[config.mk]
export PLATFORM = sky130hd
export DESIGN_NAME = sram_ctrl_flat
export DESIGN_NICKNAME = d
export VERILOG_FILES = /design/src/rtl/sram_ctrl_pkg.sv /design/src/rtl/sram_ctrl_if.sv /design/src/rtl/sram_cyc_cnt.sv /design/src/rtl/sram_ctrl.sv /design/src/flat_wrapper.sv
export SDC_FILE = /design/constraint.sdc
export NUM_CORES = 1
export LEC_CHECK = 0
export CAP_MARGIN = 20
export CORE_UTILIZATION = 50
export CTS_BUF_LIST = sky130_fd_sc_hd__clkbuf_4
export CTS_CLUSTER_SIZE = 25
export DETAILED_ROUTE_END_ITERATION = 7
export GPL_ROUTABILITY_DRIVEN = 0
export GPL_TIMING_DRIVEN = 0
export PLACE_DENSITY = 0.85
export REMOVE_ABC_BUFFERS = 1
export SETUP_SLACK_MARGIN = 0.05
export SLEW_MARGIN = 0
export SYNTH_ARGS = -nofsm -noshare
export SYNTH_HDL_FRONTEND = slang
export SYNTH_SLANG_ARGS = --single-unit
[constraint.sdc]
create_clock -name clk -period 2.99 [get_ports clk]
set_clock_uncertainty 0.1 [all_clocks]
set_input_delay 0.7475 -clock clk [delete_from_list [all_inputs] [get_ports clk]]
set_output_delay 0.7475 -clock clk [all_outputs]
set_load 0.02 [all_outputs]
[src/rtl/sram_ctrl_pkg.sv]
// Shared definitions for the sram host-side controller:
// FSM encodings, strobe polarities and a small helper.
package sram_ctrl_pkg;

  localparam logic [2:0] ST_IDLE  = 3'd0;
  localparam logic [2:0] ST_SETUP = 3'd1;
  localparam logic [2:0] ST_WRITE = 3'd2;
  localparam logic [2:0] ST_READ  = 3'd3;
  localparam logic [2:0] ST_TURN  = 3'd4;

  localparam logic CS_ON = 1'b1;
  localparam logic WR_ON = 1'b1;
  localparam logic RD_ON = 1'b0;

  function automatic int imax(input int a, input int b);
    return (a > b) ? a : b;
  endfunction

endpackage

[src/rtl/sram_ctrl_if.sv]
// Host request/response channel of the sram controller.
// The master issues requests; the slave (controller) answers.
interface sram_ctrl_if #(
  parameter int AW = 8,
  parameter int DW = 8
) ();

  logic          req_valid;
  logic          req_ready;
  logic          req_we;
  logic [AW-1:0] req_addr;
  logic [DW-1:0] req_wdata;
  logic          rsp_valid;
  logic [DW-1:0] rsp_rdata;

  modport master (
    output req_valid, req_we, req_addr, req_wdata,
    input  req_ready, rsp_valid, rsp_rdata
  );

  modport slave (
    input  req_valid, req_we, req_addr, req_wdata,
    output req_ready, rsp_valid, rsp_rdata
  );

endinterface

[src/rtl/sram_cyc_cnt.sv]
// Loadable down-counter that stops at zero and flags it.
// Times the strobe phase of an sram access.
module sram_cyc_cnt #(
  parameter int W = 2
) (
  input  logic         clk,
  input  logic         rst_n,
  input  logic         i_load,
  input  logic [W-1:0] i_val,
  output logic         o_zero
);

  logic [W-1:0] r_cnt;

  always_ff @(posedge clk or negedge rst_n) begin
    if (!rst_n) begin
      r_cnt <= '0;
    end else if (i_load) begin
      r_cnt <= i_val;
    end else if (r_cnt != '0) begin
      r_cnt <= r_cnt - 1'b1;
    end
  end

  assign o_zero = (r_cnt == '0);

endmodule

[src/rtl/sram_ctrl.sv]
// Host-side initiator for the async 8-bit sram macro.
// One access at a time: SETUP, strobe phase, TURN, back to IDLE.
module sram_ctrl
  import sram_ctrl_pkg::*;
#(
  parameter int AW     = 8,
  parameter int DW     = 8,
  parameter int WR_CYC = 1,
  parameter int RD_CYC = 2
) (
  input  logic          clk,
  input  logic          rst_n,
  sram_ctrl_if.slave    bus,
  output logic          sram_cs,
  output logic          sram_wr,
  output logic          sram_rd,
  output logic [AW-1:0] sram_addr,
  output logic [DW-1:0] sram_din,
  input  logic [DW-1:0] sram_dout
);

  localparam int CW = $clog2(imax(WR_CYC, RD_CYC) + 1);
  localparam logic [CW-1:0] WR_LD = CW'(WR_CYC - 1);
  localparam logic [CW-1:0] RD_LD = CW'(RD_CYC - 1);

  logic [2:0]    r_state;
  logic          r_we;
  logic          r_rsp_valid;
  logic [DW-1:0] r_rsp_rdata;
  logic          w_load;
  logic [CW-1:0] w_ld_val;
  logic          w_zero;

  assign w_load   = (r_state == ST_SETUP);
  assign w_ld_val = r_we ? WR_LD : RD_LD;

  sram_cyc_cnt #(.W(CW)) u_cnt (
    .clk    (clk),
    .rst_n  (rst_n),
    .i_load (w_load),
    .i_val  (w_ld_val),
    .o_zero (w_zero)
  );

  assign bus.req_ready = (r_state == ST_IDLE);
  assign bus.rsp_valid = r_rsp_valid;
  assign bus.rsp_rdata = r_rsp_rdata;

  always_ff @(posedge clk or negedge rst_n) begin
    if (!rst_n) begin
      r_state     <= ST_IDLE;
      r_we        <= 1'b0;
      sram_cs     <= ~CS_ON;
      sram_wr     <= ~WR_ON;
      sram_rd     <= ~RD_ON;
      sram_addr   <= '0;
      sram_din    <= '0;
      r_rsp_valid <= 1'b0;
      r_rsp_rdata <= '0;
    end else begin
      r_rsp_valid <= 1'b0;
      unique case (r_state)
        ST_IDLE: begin
          if (bus.req_valid) begin
            r_state   <= ST_SETUP;
            r_we      <= bus.req_we;
            sram_cs   <= CS_ON;
            sram_addr <= bus.req_addr;
            sram_din  <= bus.req_wdata;
          end
        end
        ST_SETUP: begin
          if (r_we) begin
            r_state <= ST_WRITE;
            sram_wr <= WR_ON;
          end else begin
            r_state <= ST_READ;
            sram_rd <= RD_ON;
          end
        end
        ST_WRITE: begin
          if (w_zero) begin
            r_state     <= ST_TURN;
            sram_wr     <= ~WR_ON;
            r_rsp_valid <= 1'b1;
            r_rsp_rdata <= '0;
          end
        end
        ST_READ: begin
          // dout is valid only while rd is still asserted
          if (w_zero) begin
            r_state     <= ST_TURN;
            sram_rd     <= ~RD_ON;
            r_rsp_valid <= 1'b1;
            r_rsp_rdata <= sram_dout;
          end
        end
        ST_TURN: begin
          r_state <= ST_IDLE;
          sram_cs <= ~CS_ON;
        end
        default: begin
          r_state     <= ST_IDLE;
          r_we        <= 1'b0;
          sram_cs     <= ~CS_ON;
          sram_wr     <= ~WR_ON;
          sram_rd     <= ~RD_ON;
          sram_addr   <= '0;
          sram_din    <= '0;
          r_rsp_rdata <= '0;
        end
      endcase
    end
  end

endmodule
[src/flat_wrapper.sv]
// flat-port wrapper written by rule: the top's interface ports become plain ports
module sram_ctrl_flat import sram_ctrl_pkg::*;
#(
  parameter int AW     = 8,
  parameter int DW     = 8,
  parameter int WR_CYC = 1,
  parameter int RD_CYC = 2
)
  (clk, rst_n, sram_cs, sram_wr, sram_rd, sram_addr, sram_din, sram_dout, bus_req_valid, bus_req_we, bus_req_addr, bus_req_wdata, bus_req_ready, bus_rsp_valid, bus_rsp_rdata);
  sram_ctrl_if #(.AW(AW), .DW(DW)) bus_i ();
  input  logic clk;
  input  logic rst_n;
  output logic sram_cs;
  output logic sram_wr;
  output logic sram_rd;
  output logic [AW-1:0] sram_addr;
  output logic [DW-1:0] sram_din;
  input  logic [DW-1:0] sram_dout;
  input wire logic [$bits(bus_i.req_valid)-1:0] bus_req_valid;
  input wire logic [$bits(bus_i.req_we)-1:0] bus_req_we;
  input wire logic [$bits(bus_i.req_addr)-1:0] bus_req_addr;
  input wire logic [$bits(bus_i.req_wdata)-1:0] bus_req_wdata;
  output wire logic [$bits(bus_i.req_ready)-1:0] bus_req_ready;
  output wire logic [$bits(bus_i.rsp_valid)-1:0] bus_rsp_valid;
  output wire logic [$bits(bus_i.rsp_rdata)-1:0] bus_rsp_rdata;
  assign bus_i.req_valid = bus_req_valid;
  assign bus_i.req_we = bus_req_we;
  assign bus_i.req_addr = bus_req_addr;
  assign bus_i.req_wdata = bus_req_wdata;
  assign bus_req_ready = bus_i.req_ready;
  assign bus_rsp_valid = bus_i.rsp_valid;
  assign bus_rsp_rdata = bus_i.rsp_rdata;
  sram_ctrl #(.AW(AW), .DW(DW), .WR_CYC(WR_CYC), .RD_CYC(RD_CYC)) u_core (.clk(clk), .rst_n(rst_n), .bus(bus_i), .sram_cs(sram_cs), .sram_wr(sram_wr), .sram_rd(sram_rd), .sram_addr(sram_addr), .sram_din(sram_din), .sram_dout(sram_dout));
endmodule
## Word-level counts from Yosys, hierarchy flattened

Index checks and enable logic that the tools add are counted.

- Register bits after elaboration: 34
- Input port bits: 28
- Output and inout port bits: 29
- Word-level logic and storage cells: 68

- Bitwise logic cells: 5
- Reductions and logical operators: 16
- Add/sub/neg operators: 1
- Eq/ne operators: 10
- Multiplexer cells: 26

Operators with widths:

| cell | count |
|---|---|
| $mux 8 | 4 |
| $pmux 8 s2 | 2 |
| $pmux 8 s3 | 1 |
| $reduce_or 3->1 | 4 |
| $mux 1 | 10 |
| $pmux 3 s3 | 1 |
| $reduce_and 3->1 | 3 |
| $ne 2x2->1 const B | 4 |
| $eq 3x2->1 const B | 2 |
| $mux 3 | 2 |
| $pmux 1 s3 | 2 |
| $reduce_and 2->1 | 3 |
| $not 1->1 | 5 |
| $mux 2 | 2 |
| $ne 2x1->1 const B | 2 |
| $pmux 1 s2 | 2 |
| $reduce_bool 2->1 | 2 |
| $reduce_or 4->1 | 1 |
| $eq 3x1->1 const B | 1 |
| $eq 3x3->1 const B | 1 |
| $logic_not 3->1 | 1 |
| $logic_not 2->1 | 1 |
| $reduce_or 2->1 | 1 |
| $sub 2x1->2 const B | 1 |

## Longest topological paths before layout

Gate-level depths: netlist of the first run.

- Depth in word-level cells: 4
- Mapped depth: 6
- Mapped depth without buffers: 5

## Modules after synthesis

Synthesis of the first run repeated with hierarchy kept, for this count alone.

- Cells, all modules: 146
- Area, all modules: 1664.1 um^2

By module, submodules not included:

| module | area each (um^2) | cells an instance | seq. area each (um^2) | instances |
|---|---|---|---|---|
| sram_ctrl | 1550.2 | 134 | 802.0 | 1 |
| sram_cyc_cnt | 113.9 | 12 | 50.0 | 1 |

## Least setup slack after synthesis of the first run

OpenSTA, ideal clock, no wires.

- Path kind: reg-to-output
- Start: register u_core.r_state[2]
- End: output bus_req_ready
- Stages on the path, launching flop included: 4
- Buffers on the path: 2
- Path slack: 0.949 ns
- Data arrival time: 1.193 ns
- Data required time: 2.142 ns
- Path through: dfrtp_1 -> buf_2 -> buf_2 -> nor3_1

- Cells in the longest elaborated chain, start to end: 1

RTL lines:

| item | line | RTL |
|---|---|---|
| start: declaration | sram_ctrl.sv:26 | `logic [2:0] r_state;` |
| start signal: assignment | sram_ctrl.sv:51 | `r_state <= ST_IDLE;` |
| start signal: assignment | sram_ctrl.sv:65 | `r_state <= ST_SETUP;` |
| start signal: assignment | sram_ctrl.sv:74 | `r_state <= ST_WRITE;` |
| $logic_not 3->1 | sram_ctrl.sv:45 | `assign bus.req_ready = (r_state == ST_IDLE);` |
| end: declaration | flat_wrapper.sv:23 | `output wire logic [$bits(bus_i.req_ready)-1:0] bus_req_ready;` |

Every way passes these cells.

## Worst setup path after layout of the first run

Same ends and word-level chain as after synthesis.

==> summary.md, run 1 <==
| Metric | Value |
|---|---|
| Synth cell types | 31 |
| Worst-Skew Late Latency | 0.34 ns |
| Critical setup path kind | reg2out |
| TritonCTS clock tree | done |
| Total Power Consumption | 2.426 mW |
| Clock root buffer master | sky130_fd_sc_hd__clkbuf_4 |
| Logic depth of the worst register-to-register path | 3 |
| Global-route congestion overflow total | 0 |
| Endpoint type of the worst setup path | output pin |
| Type of the worst min-delay path | in2async |
| Proportion of layout cells with a drive suffix above 1 | 8.173% |
| Largest driver fanout on the critical path | 27 |
| Setup Viol. Count Final | 0 |
| Commonest non-fill, non-tap cell in the layout | sky130_fd_sc_hd__clkdlybuf4s50_1 |
| Result of the run | finished clean |
| Die area | 3439 sq um |
| Post-synthesis sequential area ratio | 53.12% |
| Worst vdd ir | 0.0004706 V |
| Remaining max-slew budget at the tightest pin | 50.72% |
| Count of input and output buffers | 56 |
| Reported max-cap violation count | 0 |
| Total track usage | 24.16% |
| Total via count after detailed routing | 1362 |
| Final hold viol count | 0 |
| Register-to-register path setup slack | 1.25 ns |
| Fin crit period | 2.766 ns |
| Capture instance of the worst register-to-register path | u_core.sram_addr[3] |
| # DRC | 0 |
| Number of filler instances in the final layout | 224 |
| Leakage | 0.9670 nW |
| Setup crit start | u_core.r_state[2] |
| RSZ-0062 raised after global routing | no |
| Data arrival time of the critical path | 1.92 ns |
| Transition at the pin with the smallest max-transition slack | 0.7391 ns |
| Power density cells | 1092 nW/um^2 |
| Vias per std cell | 5.405 |
| Area added between synthesis and finish | 38.46% |
| Number of enable flip-flop cells after synthesis | 0 |
| Launching element type of the critical path | flop |
| Total wire length | 3.757 mm |
| Number of synthesized register bits | 34 |
| Vertical die dimension | 58.64 um |
| Number of nets in the final layout | 236 |
| Placeable core region | 3053 sq um |
| Cell area after synthesis | 1604 sq um |
| Largest net degree at the start of global routing | 35 |
| Buffers inserted by post-CTS timing repair | 0 |
| Count of antenna-violating nets left after detailed routing | 0 |
| Commonest register cell after synthesis | sky130_fd_sc_hd__dfrtp_1 |
| Critical path destination | bus_req_ready |
| Clk sink count | 34 |
| Syn. warnings | 0 |
| # IOs | 57 |
| Wire length of the first global-routing pass | 5.989 mm |
| Post-Route Hold Slack | 0.3641 ns |
| Cells after synthesis | 155 |
| Antenna Diode Count | 0 |
| Mean cell area of the mapped netlist | 10.35 sq um |
| # rows | 20 |
| Number of slew-limit violations in the final report | 0 |
| Detailed Route Iter0 Violations | 65 |
| Vias in the first global route | 1257 |
| Fraction of registers with async set or reset after synthesis | 100.0% |
| Clock transition time at the flip-flop clock pins of the worst setup and hold paths | 0.11 ns |
| Number of levels the H-tree was split into | 2 |
| Clock buffer count from CTS | 5 |
| Initial cell density of the core | 52.54% |
| Critical Path RT | 2.14 ns |
| Half-perimeter wire length after placement | 2.614 mm |
| Ratio of final minimum period to clock period | 92.51% |
| Maximum clock frequency | 361.5 MHz |
| Number of detailed-route iterations in the first pass | 4 |
| Worst reg2reg startpoint | u_core.r_state[1] |
| Setup tns final | 0 ns |
| Overall die width | 58.64 um |
| Commonest cells after routing, fill and taps aside | sky130_fd_sc_hd__clkdlybuf4s50_1, sky130_fd_sc_hd__dfrtp_1, sky130_fd_sc_hd__nand2_1 |
| Antenna violations before repair | 0 |
| CTS Buffer Depth | 2 |
| DR WL/cell | 14.91 um |
-- logic make-up (layout without fill, tap and decap cells) --
group                    count (synthesis)  count (layout)  share of synthesized area [%]
AO/OA/AOI/OAI                           55              55                          25.20
XOR/XNOR                                 1               1                         0.5461
adder cells (fa/ha/maj)                  1               1                         0.7799
buffers and inverters                   16              69                          5.694
flip-flops                              34              34                          53.12
multiplexers                             1               1                         0.6240
AND/OR/NAND/NOR                         47              47                          14.04
-- what timing repair did --
item	CTS	global route
resized for setup	0	1
hold buffers	0	0
endpoints found under the setup margin	0	1
-- per-layer routing --
metal	wire length [um]	global-route usage [%]	part of all wire, %
met5	0	0	0
met4	59	10.88	1.6
met3	131	7.473	3.5
met2	2012	39.41	54
met1	1554	29.57	41
-- worst min-delay path by stage --
| stage | cells after the start | end | start | slack, ns |
|---|---|---|---|---|
| finish | 1 | u_core.r_state[1] | rst_n | 0.36 |
| global route | 1 | u_core.u_cnt.r_cnt[1] | rst_n | 0.39 |
| CTS | 1 | u_core.u_cnt.r_cnt[0] | rst_n | 0.38 |
| detailed placement | 1 | u_core.bus.rsp_rdata[6] | u_core.bus.rsp_rdata[6] | 0.38 |
| global placement | 2 | u_core.sram_cs | u_core.sram_cs | 0.38 |
| floorplan | 0 | u_core.bus.rsp_rdata[0] | rst_n | 0.35 |
-- through the flow --
step	instance area, sq um	util [%]	instances	worst slack, ns
after floorplan	1528	-	143	0.7767
after global placement	2143	70.20	243	0.2672
after detailed placement	2166	70.94	244	0.4787
after CTS	2220	72.70	252	0.09952
after global routing	2221	72.75	252	0.1369
final	2221	72.75	252	0.2240
-- flip-flops by register name, indices dropped and copies added, names as in the netlist --
| signal | count |
|---|---|
| u_core.bus.rsp_rdata | 8 |
| u_core.bus.rsp_valid | 1 |
| u_core.r_state | 3 |
| u_core.r_we | 1 |
| u_core.sram_addr | 8 |
| u_core.sram_cs | 1 |
| u_core.sram_din | 8 |
| u_core.sram_rd | 1 |
| u_core.sram_wr | 1 |
| u_core.u_cnt.r_cnt | 2 |
-- power breakdown --
part	switching [mW]	internal (mW)	total, mW
Clock	0.149	0.0973	0.246
Sequential	0.207	0.673	0.880
Combinational	0.664	0.635	1.30
-- cell usage after synthesis, types with 2 or more instances --
| master | count | share of area, % |
|---|---|---|
| sky130_fd_sc_hd__buf_4 | 4 | 1.9 |
| sky130_fd_sc_hd__o21ai_0 | 15 | 4.7 |
| sky130_fd_sc_hd__a22o_1 | 22 | 12 |
| sky130_fd_sc_hd__a21oi_1 | 6 | 1.9 |
| sky130_fd_sc_hd__buf_2 | 6 | 1.9 |
| sky130_fd_sc_hd__dfrtp_1 | 33 | 51 |
| sky130_fd_sc_hd__inv_1 | 4 | 0.94 |
| sky130_fd_sc_hd__and3b_1 | 2 | 1.1 |
| sky130_fd_sc_hd__nor2_4 | 2 | 1.4 |
| sky130_fd_sc_hd__a21o_1 | 2 | 0.94 |
| sky130_fd_sc_hd__o2bb2ai_1 | 3 | 1.6 |
| sky130_fd_sc_hd__a22oi_1 | 3 | 1.4 |
| sky130_fd_sc_hd__nand2_1 | 30 | 7.0 |
| sky130_fd_sc_hd__nand2b_1 | 2 | 0.78 |
| sky130_fd_sc_hd__nor2_1 | 5 | 1.2 |
-- worst max-delay path, stage by stage (launching register included) --
cell                              delay [ns]
sky130_fd_sc_hd__dfrtp_2                0.54
sky130_fd_sc_hd__buf_16                 0.21
sky130_fd_sc_hd__nor3_1                 0.20
sky130_fd_sc_hd__clkdlybuf4s50_1        0.63
-- cell type report --
class	instances	area [sq um]	area share, %
Inverter	4	15.01	0.6761
Sequential cell	34	853.3	38.42
Clock buffer	6	45.04	2.028
Tap cell	44	55.05	2.479
Timing Repair Buffer	57	583.1	26.25
Clock inverter	2	8.758	0.3944
Multi-Input combinational cell	105	660.6	29.75
No activity file was read; power rests on OpenSTA's default activity.
==> run 2: changes to the inputs <==
--- a/config.mk
+++ b/config.mk
@@ -6,12 +6,14 @@
 export NUM_CORES = 1
 export LEC_CHECK = 0
 export CAP_MARGIN = 20
+export CORE_MARGIN = 8
 export CORE_UTILIZATION = 50
 export CTS_BUF_LIST = sky130_fd_sc_hd__clkbuf_4
 export CTS_CLUSTER_SIZE = 25
 export DETAILED_ROUTE_END_ITERATION = 7
 export GPL_ROUTABILITY_DRIVEN = 0
 export GPL_TIMING_DRIVEN = 0
+export HOLD_SLACK_MARGIN = 0.15
 export PLACE_DENSITY = 0.85
 export REMOVE_ABC_BUFFERS = 1
 export SETUP_SLACK_MARGIN = 0.05
==> run 2 against run 1 <==
  * Worst hold slack better by 0.018 ns
  * First-iteration DRC count grew 49%
  * Setup slack better by 0.022 ns
  * Register-to-register slack about the same
  * Critical path depth is the same
  * Sequential share of layout area barely moved
  * Highest routed layer unchanged
  * Sequential power hardly changed
  * Sequential cell count unchanged
  * Clock power down 4%
==> summary.md, run 2 (synthesis results as in run 1) <==
| Metric | Value |
|---|---|
| Result of the run | finished clean (unchanged) |
| Commonest cells after routing, fill and taps aside | sky130_fd_sc_hd__clkdlybuf4s50_1, sky130_fd_sc_hd__dfrtp_1, sky130_fd_sc_hd__nand2_1 (unchanged) |
| Worst reg2reg startpoint | u_core.r_state[1] (unchanged) |
| Setup crit start | u_core.r_state[2] (unchanged) |
| Endpoint type of the worst setup path | output pin (unchanged) |
| Worst vdd ir | 0.0005623 V (was 0.0004706 V) |
| Comb power frac | 53.9% (was 53.6%) |
| Launching element type of the critical path | flop (unchanged) |
| Count of input and output buffers | 56 (unchanged) |
| Worst-Skew Late Latency | 0.31 ns (was 0.34 ns) |
| Critical setup path kind | reg2out (unchanged) |
| Count of antenna-violating nets left after detailed routing | 0 (unchanged) |
| Vias per std cell | 5.446 (was 5.405) |
| Relative contribution of sequential cells to total power | 36.3% (about the same) |
| Detailed Route Iter0 Violations | 97 (was 65) |
| Initial cell density of the core | 52.54% (unchanged) |
| Proportion of layout cells with a drive suffix above 1 | 8.213% (was 8.173%) |
| Half-perimeter wire length after placement | 3.004 mm (was 2.614 mm) |
| Global-route congestion overflow total | 0 (unchanged) |
| Maximum clock frequency | 364.4 MHz (was 361.5 MHz) |
| Area of all placed cells without fillers | 2220 sq um (was 2221 sq um) |
| Number of levels the H-tree was split into | 2 (unchanged) |
| Total via count after detailed routing | 1367 (was 1362) |
| Buffers inserted by post-CTS timing repair | 0 (unchanged) |
| Clk sink count | 34 (unchanged) |
| Antenna Diode Count | 0 (unchanged) |
| Clock buffer count from CTS | 5 (unchanged) |
| Critical Path RT | 2.14 ns (about the same) |
| TritonCTS clock tree | done (unchanged) |
| Ratio of final minimum period to clock period | 91.78% (was 92.51%) |
| Largest driver fanout on the critical path | 26 (was 27) |
| Vias in the first global route | 1385 (was 1257) |
| Total track usage | 16.29% (was 24.16%) |
| Reported max-cap violation count | 0 (unchanged) |
| DR WL/cell | 16.41 um (was 14.91 um) |
| Clock root buffer master | sky130_fd_sc_hd__clkbuf_4 (unchanged) |
| Overall die width | 72.64 um (was 58.64 um) |
| Fin crit period | 2.744 ns (was 2.766 ns) |
| Largest net degree at the start of global routing | 35 (unchanged) |
| Antenna violations before repair | 0 (unchanged) |
| Number of nets in the final layout | 236 (unchanged) |
| Setup Viol. Count Final | 0 (unchanged) |
| # IOs | 57 (unchanged) |
| Clock share of power | 9.8% (was 10.2%) |
| Total wire length | 4.118 mm (was 3.757 mm) |
| Switching pwr | 1.007 mW (was 1.021 mW) |
| # DRC | 0 (unchanged) |
| RSZ-0062 raised after global routing | no (unchanged) |
| Wire length of the first global-routing pass | 6.768 mm (was 5.989 mm) |
| Post-detailed-placement cell area | 2166 sq um (unchanged) |
| Vertical die dimension | 72.64 um (was 58.64 um) |
| # rows | 20 (unchanged) |
| Data arrival time of the critical path | 1.90 ns (was 1.92 ns) |
| Number of slew-limit violations in the final report | 0 (unchanged) |
| Clock transition time at the flip-flop clock pins of the worst setup and hold paths | 0.09 ns (was 0.11 ns) |
| Leakage | 0.9661 nW (was 0.9670 nW) |
| Die area | 5277 sq um (was 3439 sq um) |
| Placeable core region | 3053 sq um (unchanged) |
| Remaining max-slew budget at the tightest pin | 50.63% (was 50.72%) |
| Number of detailed-route iterations in the first pass | 4 (unchanged) |
| Power density cells | 1091 nW/um^2 (was 1092 nW/um^2) |
| Type of the worst min-delay path | in2async (unchanged) |
| Ordered cell list for the critical path | buf_16 > nor3_1 > clkdlybuf4s50_1 (unchanged) |
| Fraction of power spent switching nets | 41.59% (was 42.08%) |
| Setup tns final | 0 ns (unchanged) |
| Cell-internal power | 1.414 mW (was 1.405 mW) |
| Area added between synthesis and finish | 38.38% (was 38.46%) |
| Number of cells upsized or downsized after cts | 0 (unchanged) |
| Commonest non-fill, non-tap cell in the layout | sky130_fd_sc_hd__clkdlybuf4s50_1 (unchanged) |
| CTS Buffer Depth | 2 (unchanged) |
| Final hold viol count | 0 (unchanged) |
| Crit path max-delay cell type | sky130_fd_sc_hd__clkdlybuf4s50_1 (unchanged) |
| Transition at the pin with the smallest max-transition slack | 0.7406 ns (was 0.7391 ns) |
| Slowest Stage Delay on Critical Path | 0.63 ns (about the same) |
| CTS hold repair buffers | 0 (unchanged) |
==> run 2: cell types whose count changed in the layout (fill, tap and decap cells not counted) <==
cell	before	now
sky130_fd_sc_hd__clkinv_1	1	0
sky130_fd_sc_hd__clkinv_2	1	0
sky130_fd_sc_hd__clkbuf_4	6	7
==> run 2: worst max-delay path, delay by kind of cell (launching register included) <==
family | cells | cell delay (ns)
buffers and inverters | 2 | 0.85
flip-flops | 1 | 0.55
AND/OR/NAND/NOR | 1 | 0.18
==> run 2: worst paths after layout <==
path	to	slack, ns	depth (start not counted)
max in group asynchronous	u_core.r_state[2]	1.88	1
setup reg to reg	u_core.sram_din[0]	1.25	3
min in group clk	u_core.sram_cs	0.40	2
setup / recovery	bus_req_ready	0.25	3
hold reg to reg	u_core.sram_cs	0.40	2
hold / removal	u_core.sram_addr[3]	0.38	1
==> run 2: routing by layer <==
| layer | part of all wire, % | wire length (um) | global-route usage, % | up-vias |
|---|---|---|---|---|
| met2 | 56 | 2311 | 29.03 | 37 |
| met3 | 3.7 | 154 | 3.434 | 9 |
| met1 | 38 | 1574 | 18.08 | 668 |
| met4 | 1.9 | 78 | 7.111 | 0 |
| met5 | 0 | 0 | 0 | - |
| li1 | - | - | - | 653 |
==> run 2: final cells by class <==
cell class,instances,area [sq um]
tap,44,55.05
inverter,4,15.01
sequential,34,853.3
timing repair buffer,57,583.1
clock buffer,7,52.55
fill,236,833.3
multi-input combinational,105,660.6
==> run 2: stage by stage <==
stage	worst slack [ns]	hold slack, ns	std cells	utilization, %	total power, mW
final	0.2458	0.3816	251	72.70	2.421
after global routing	0.1561	0.4300	251	72.70	2.591
after CTS	0.09533	0.4049	251	72.66	2.445
after detailed placement	0.4461	0.3845	244	70.94	2.197
after global placement	0.2615	0.3806	243	70.20	2.097
after floorplan	0.7767	0.3519	143	-	1.592
==> run 2: power by group through the flow <==
stage	Sequential (mW)	Clock, mW	Combinational, mW
finish	0.880	0.237	1.30
global route	0.917	0.262	1.41
CTS	0.878	0.246	1.32
detailed placement	0.884	0	1.31
global placement	0.900	0	1.20
floorplan	1.08	0	0.513
==> run 3: changes to the inputs <==
==> constraint.sdc (replaced) <==
create_clock -name clk -period 2.99 [get_ports clk]
set_clock_uncertainty 0.1 [all_clocks]
set_input_delay 0.598 -clock clk [delete_from_list [all_inputs] [get_ports clk]]
set_output_delay 0.598 -clock clk [all_outputs]
set_load 0.02 [all_outputs]
==> run 3 against run 2 <==
  * Routed wire length stayed put
  * Via count is the same
  * Sequential cell count is the same
  * Combinational power about the same
  * Sequential power is essentially flat
  * Cell count is the same
  * Die area did not move
  * Global-route usage did not move
  * Count of clock-buffer cells in the layout stayed put
  * Core utilization about the same
==> summary.md, run 3 (synthesis results as in run 1) <==
| Metric | Value |
|---|---|
| Fraction of power spent switching nets | 41.61% (was 41.59%) |
| Number of detailed-route iterations in the first pass | 4 (unchanged) |
| Largest driver fanout on the critical path | 26 (unchanged) |
| Total wire length | 4.118 mm (unchanged) |
| Result of the run | finished clean (unchanged) |
| Wire length on met2 | 2.311 mm (unchanged) |
| Placeable core region | 3053 sq um (unchanged) |
| RSZ-0062 raised after global routing | no (unchanged) |
| Switching pwr | 1.007 mW (unchanged) |
| # DRC | 0 (unchanged) |
| Remaining max-slew budget at the tightest pin | 50.62% (was 50.63%) |
| # rows | 20 (unchanged) |
| Setup Viol. Count Final | 0 (unchanged) |
| Total track usage | 16.29% (unchanged) |
| Setup tns final | 0 ns (unchanged) |
| Launching element type of the critical path | flop (unchanged) |
| # IOs | 57 (unchanged) |
| Wire length of the first global-routing pass | 6.768 mm (unchanged) |
| Footprint of the multi-input gates | 660.6 sq um (unchanged) |
| M1 WL | 1.574 mm (unchanged) |
| Clock buffer count from CTS | 5 (unchanged) |
| Half-perimeter wire length after placement | 3.004 mm (unchanged) |
| Vias in the first global route | 1385 (unchanged) |
| Leakage | 0.9676 nW (was 0.9661 nW) |
| Detailed Route Iter0 Violations | 97 (unchanged) |
| Capture instance of the worst register-to-register path | u_core.sram_din[0] (unchanged) |
| Commonest cells after routing, fill and taps aside | sky130_fd_sc_hd__clkdlybuf4s50_1, sky130_fd_sc_hd__dfrtp_1, sky130_fd_sc_hd__nand2_1 (unchanged) |
| Endpoint type of the worst setup path | output pin (unchanged) |
| Count of input and output buffers | 56 (unchanged) |
| Die area | 5277 sq um (unchanged) |
| Clock transition time at the flip-flop clock pins of the worst setup and hold paths | 0.09 ns (about the same) |
| TritonCTS clock tree | done (unchanged) |
| Met3 layer wire length in the routed design | 154 um (unchanged) |
| Worst vdd ir | 0.0005618 V (was 0.0005623 V) |
| Number of slew-limit violations in the final report | 0 (unchanged) |
| Vias per std cell | 5.446 (unchanged) |
| CTS Buffer Depth | 2 (unchanged) |
| Worst-Skew Late Latency | 0.31 ns (about the same) |
| DR WL/cell | 16.41 um (unchanged) |
| Cell-internal power | 1.413 mW (was 1.414 mW) |
| Clock share of power | 9.8% (about the same) |
| Power density cells | 1091 nW/um^2 (about the same) |
| Overall die width | 72.64 um (unchanged) |
| Transition at the pin with the smallest max-transition slack | 0.7407 ns (was 0.7406 ns) |
| Data arrival time of the critical path | 2.03 ns (was 1.90 ns) |
| Vertical die dimension | 72.64 um (unchanged) |
| Critical setup path kind | reg2out (unchanged) |
| Reported max-cap violation count | 0 (unchanged) |
| Maximum clock frequency | 366.4 MHz (was 364.4 MHz) |
| Type of the worst min-delay path | in2async (unchanged) |
| Number of nets in the final layout | 236 (unchanged) |
| Area added between synthesis and finish | 38.30% (was 38.38%) |
| Worst reg2reg startpoint | u_core.r_state[1] (unchanged) |
| Antenna Diode Count | 0 (unchanged) |
| Clk sink count | 34 (unchanged) |
| Initial cell density of the core | 52.54% (unchanged) |
| Area taken by flip-flops and latches | 852.1 sq um (was 853.3 sq um) |
| Global-route congestion overflow total | 0 (unchanged) |
| Clock root buffer master | sky130_fd_sc_hd__clkbuf_4 (unchanged) |
| Final hold viol count | 0 (unchanged) |
| Highest metal layer used by the detailed router | met4 (unchanged) |
| Number of cells upsized or downsized after cts | 0 (unchanged) |
| Count of antenna-violating nets left after detailed routing | 0 (unchanged) |
| Proportion of layout cells with a drive suffix above 1 | 7.729% (was 8.213%) |
| Area of all placed cells without fillers | 2218 sq um (was 2220 sq um) |
| Post-detailed-placement cell area | 2166 sq um (unchanged) |
| Antenna violations before repair | 0 (unchanged) |
| Relative contribution of sequential cells to total power | 36.3% (about the same) |
| CTS hold repair buffers | 0 (unchanged) |
| Logic depth of the worst register-to-register path | 3 (unchanged) |
| Buffers inserted by post-CTS timing repair | 0 (unchanged) |
| Critical Path RT | 2.29 ns (was 2.14 ns) |
| Fin crit period | 2.730 ns (was 2.744 ns) |
| Number of levels the H-tree was split into | 2 (unchanged) |
| Ratio of final minimum period to clock period | 91.29% (was 91.78%) |
| Register-to-register path setup slack | 1.25 ns (about the same) |
| Comb power frac | 53.9% (about the same) |
| Number of filler instances in the final layout | 236 (unchanged) |
| Largest net degree at the start of global routing | 35 (unchanged) |
| Commonest non-fill, non-tap cell in the layout | sky130_fd_sc_hd__clkdlybuf4s50_1 (unchanged) |
| Total via count after detailed routing | 1367 (unchanged) |
==> run 3: worst max path at each step <==
stage / start / to / slack, ns / depth (start not counted)
after detailed placement: u_core.r_state[2] / bus_req_ready / 0.60 / 3
after global routing: u_core.r_state[2] / bus_req_ready / 0.16 / 3
after floorplan: u_core.r_state[2] / bus_req_ready / 0.93 / 1
after CTS: u_core.r_state[2] / bus_req_ready / 0.24 / 3
final: u_core.r_state[2] / bus_req_ready / 0.26 / 3
after global placement: u_core.r_state[2] / bus_req_ready / 0.41 / 2
==> run 3: area by class of cell <==
class | count | share of cell area (%)
flip-flops and latches | 34 | 38.41
multi-input cells | 105 | 29.78
repair buffers | 57 | 26.28
well taps | 44 | 2.482
clock buffers | 7 | 2.369
inverters | 4 | 0.6768
==> run 3: critical path, stage by stage, from the launching register on <==
cell	delay [ns]
sky130_fd_sc_hd__dfrtp_1	0.63
sky130_fd_sc_hd__buf_16	0.28
sky130_fd_sc_hd__nor3_1	0.18
sky130_fd_sc_hd__clkdlybuf4s50_1	0.63
==> run 3: power by group through the flow <==
stage,sequential [mW],combinational (mW),clock [mW]
floorplan,1.08,0.513,0
global placement,0.900,1.20,0
detailed placement,0.884,1.31,0
CTS,0.878,1.32,0.246
global route,0.916,1.41,0.262
finish,0.878,1.30,0.237
==> run 3: per-layer routing <==
layer  global-route usage, %  up-vias
li1                        -      653
met1                   18.08      668
met2                   29.03       37
met3                   3.434        9
met4                   7.111        0
met5                       0        -
==> run 3: through the flow <==
| step | std cells | utilization (%) | setup slack [ns] | hold slack [ns] | total power [mW] |
|---|---|---|---|---|---|
| final | 251 | 72.66 | 0.2604 | 0.2321 | 2.420 |
| after global placement | 243 | 70.20 | 0.4110 | 0.3806 | 2.097 |
| after global routing | 251 | 72.66 | 0.1556 | 0.2807 | 2.590 |
| after CTS | 251 | 72.66 | 0.2448 | 0.2554 | 2.445 |
| after floorplan | 143 | - | 0.9262 | 0.2024 | 1.592 |
| after detailed placement | 244 | 70.94 | 0.5956 | 0.3845 | 2.197 |
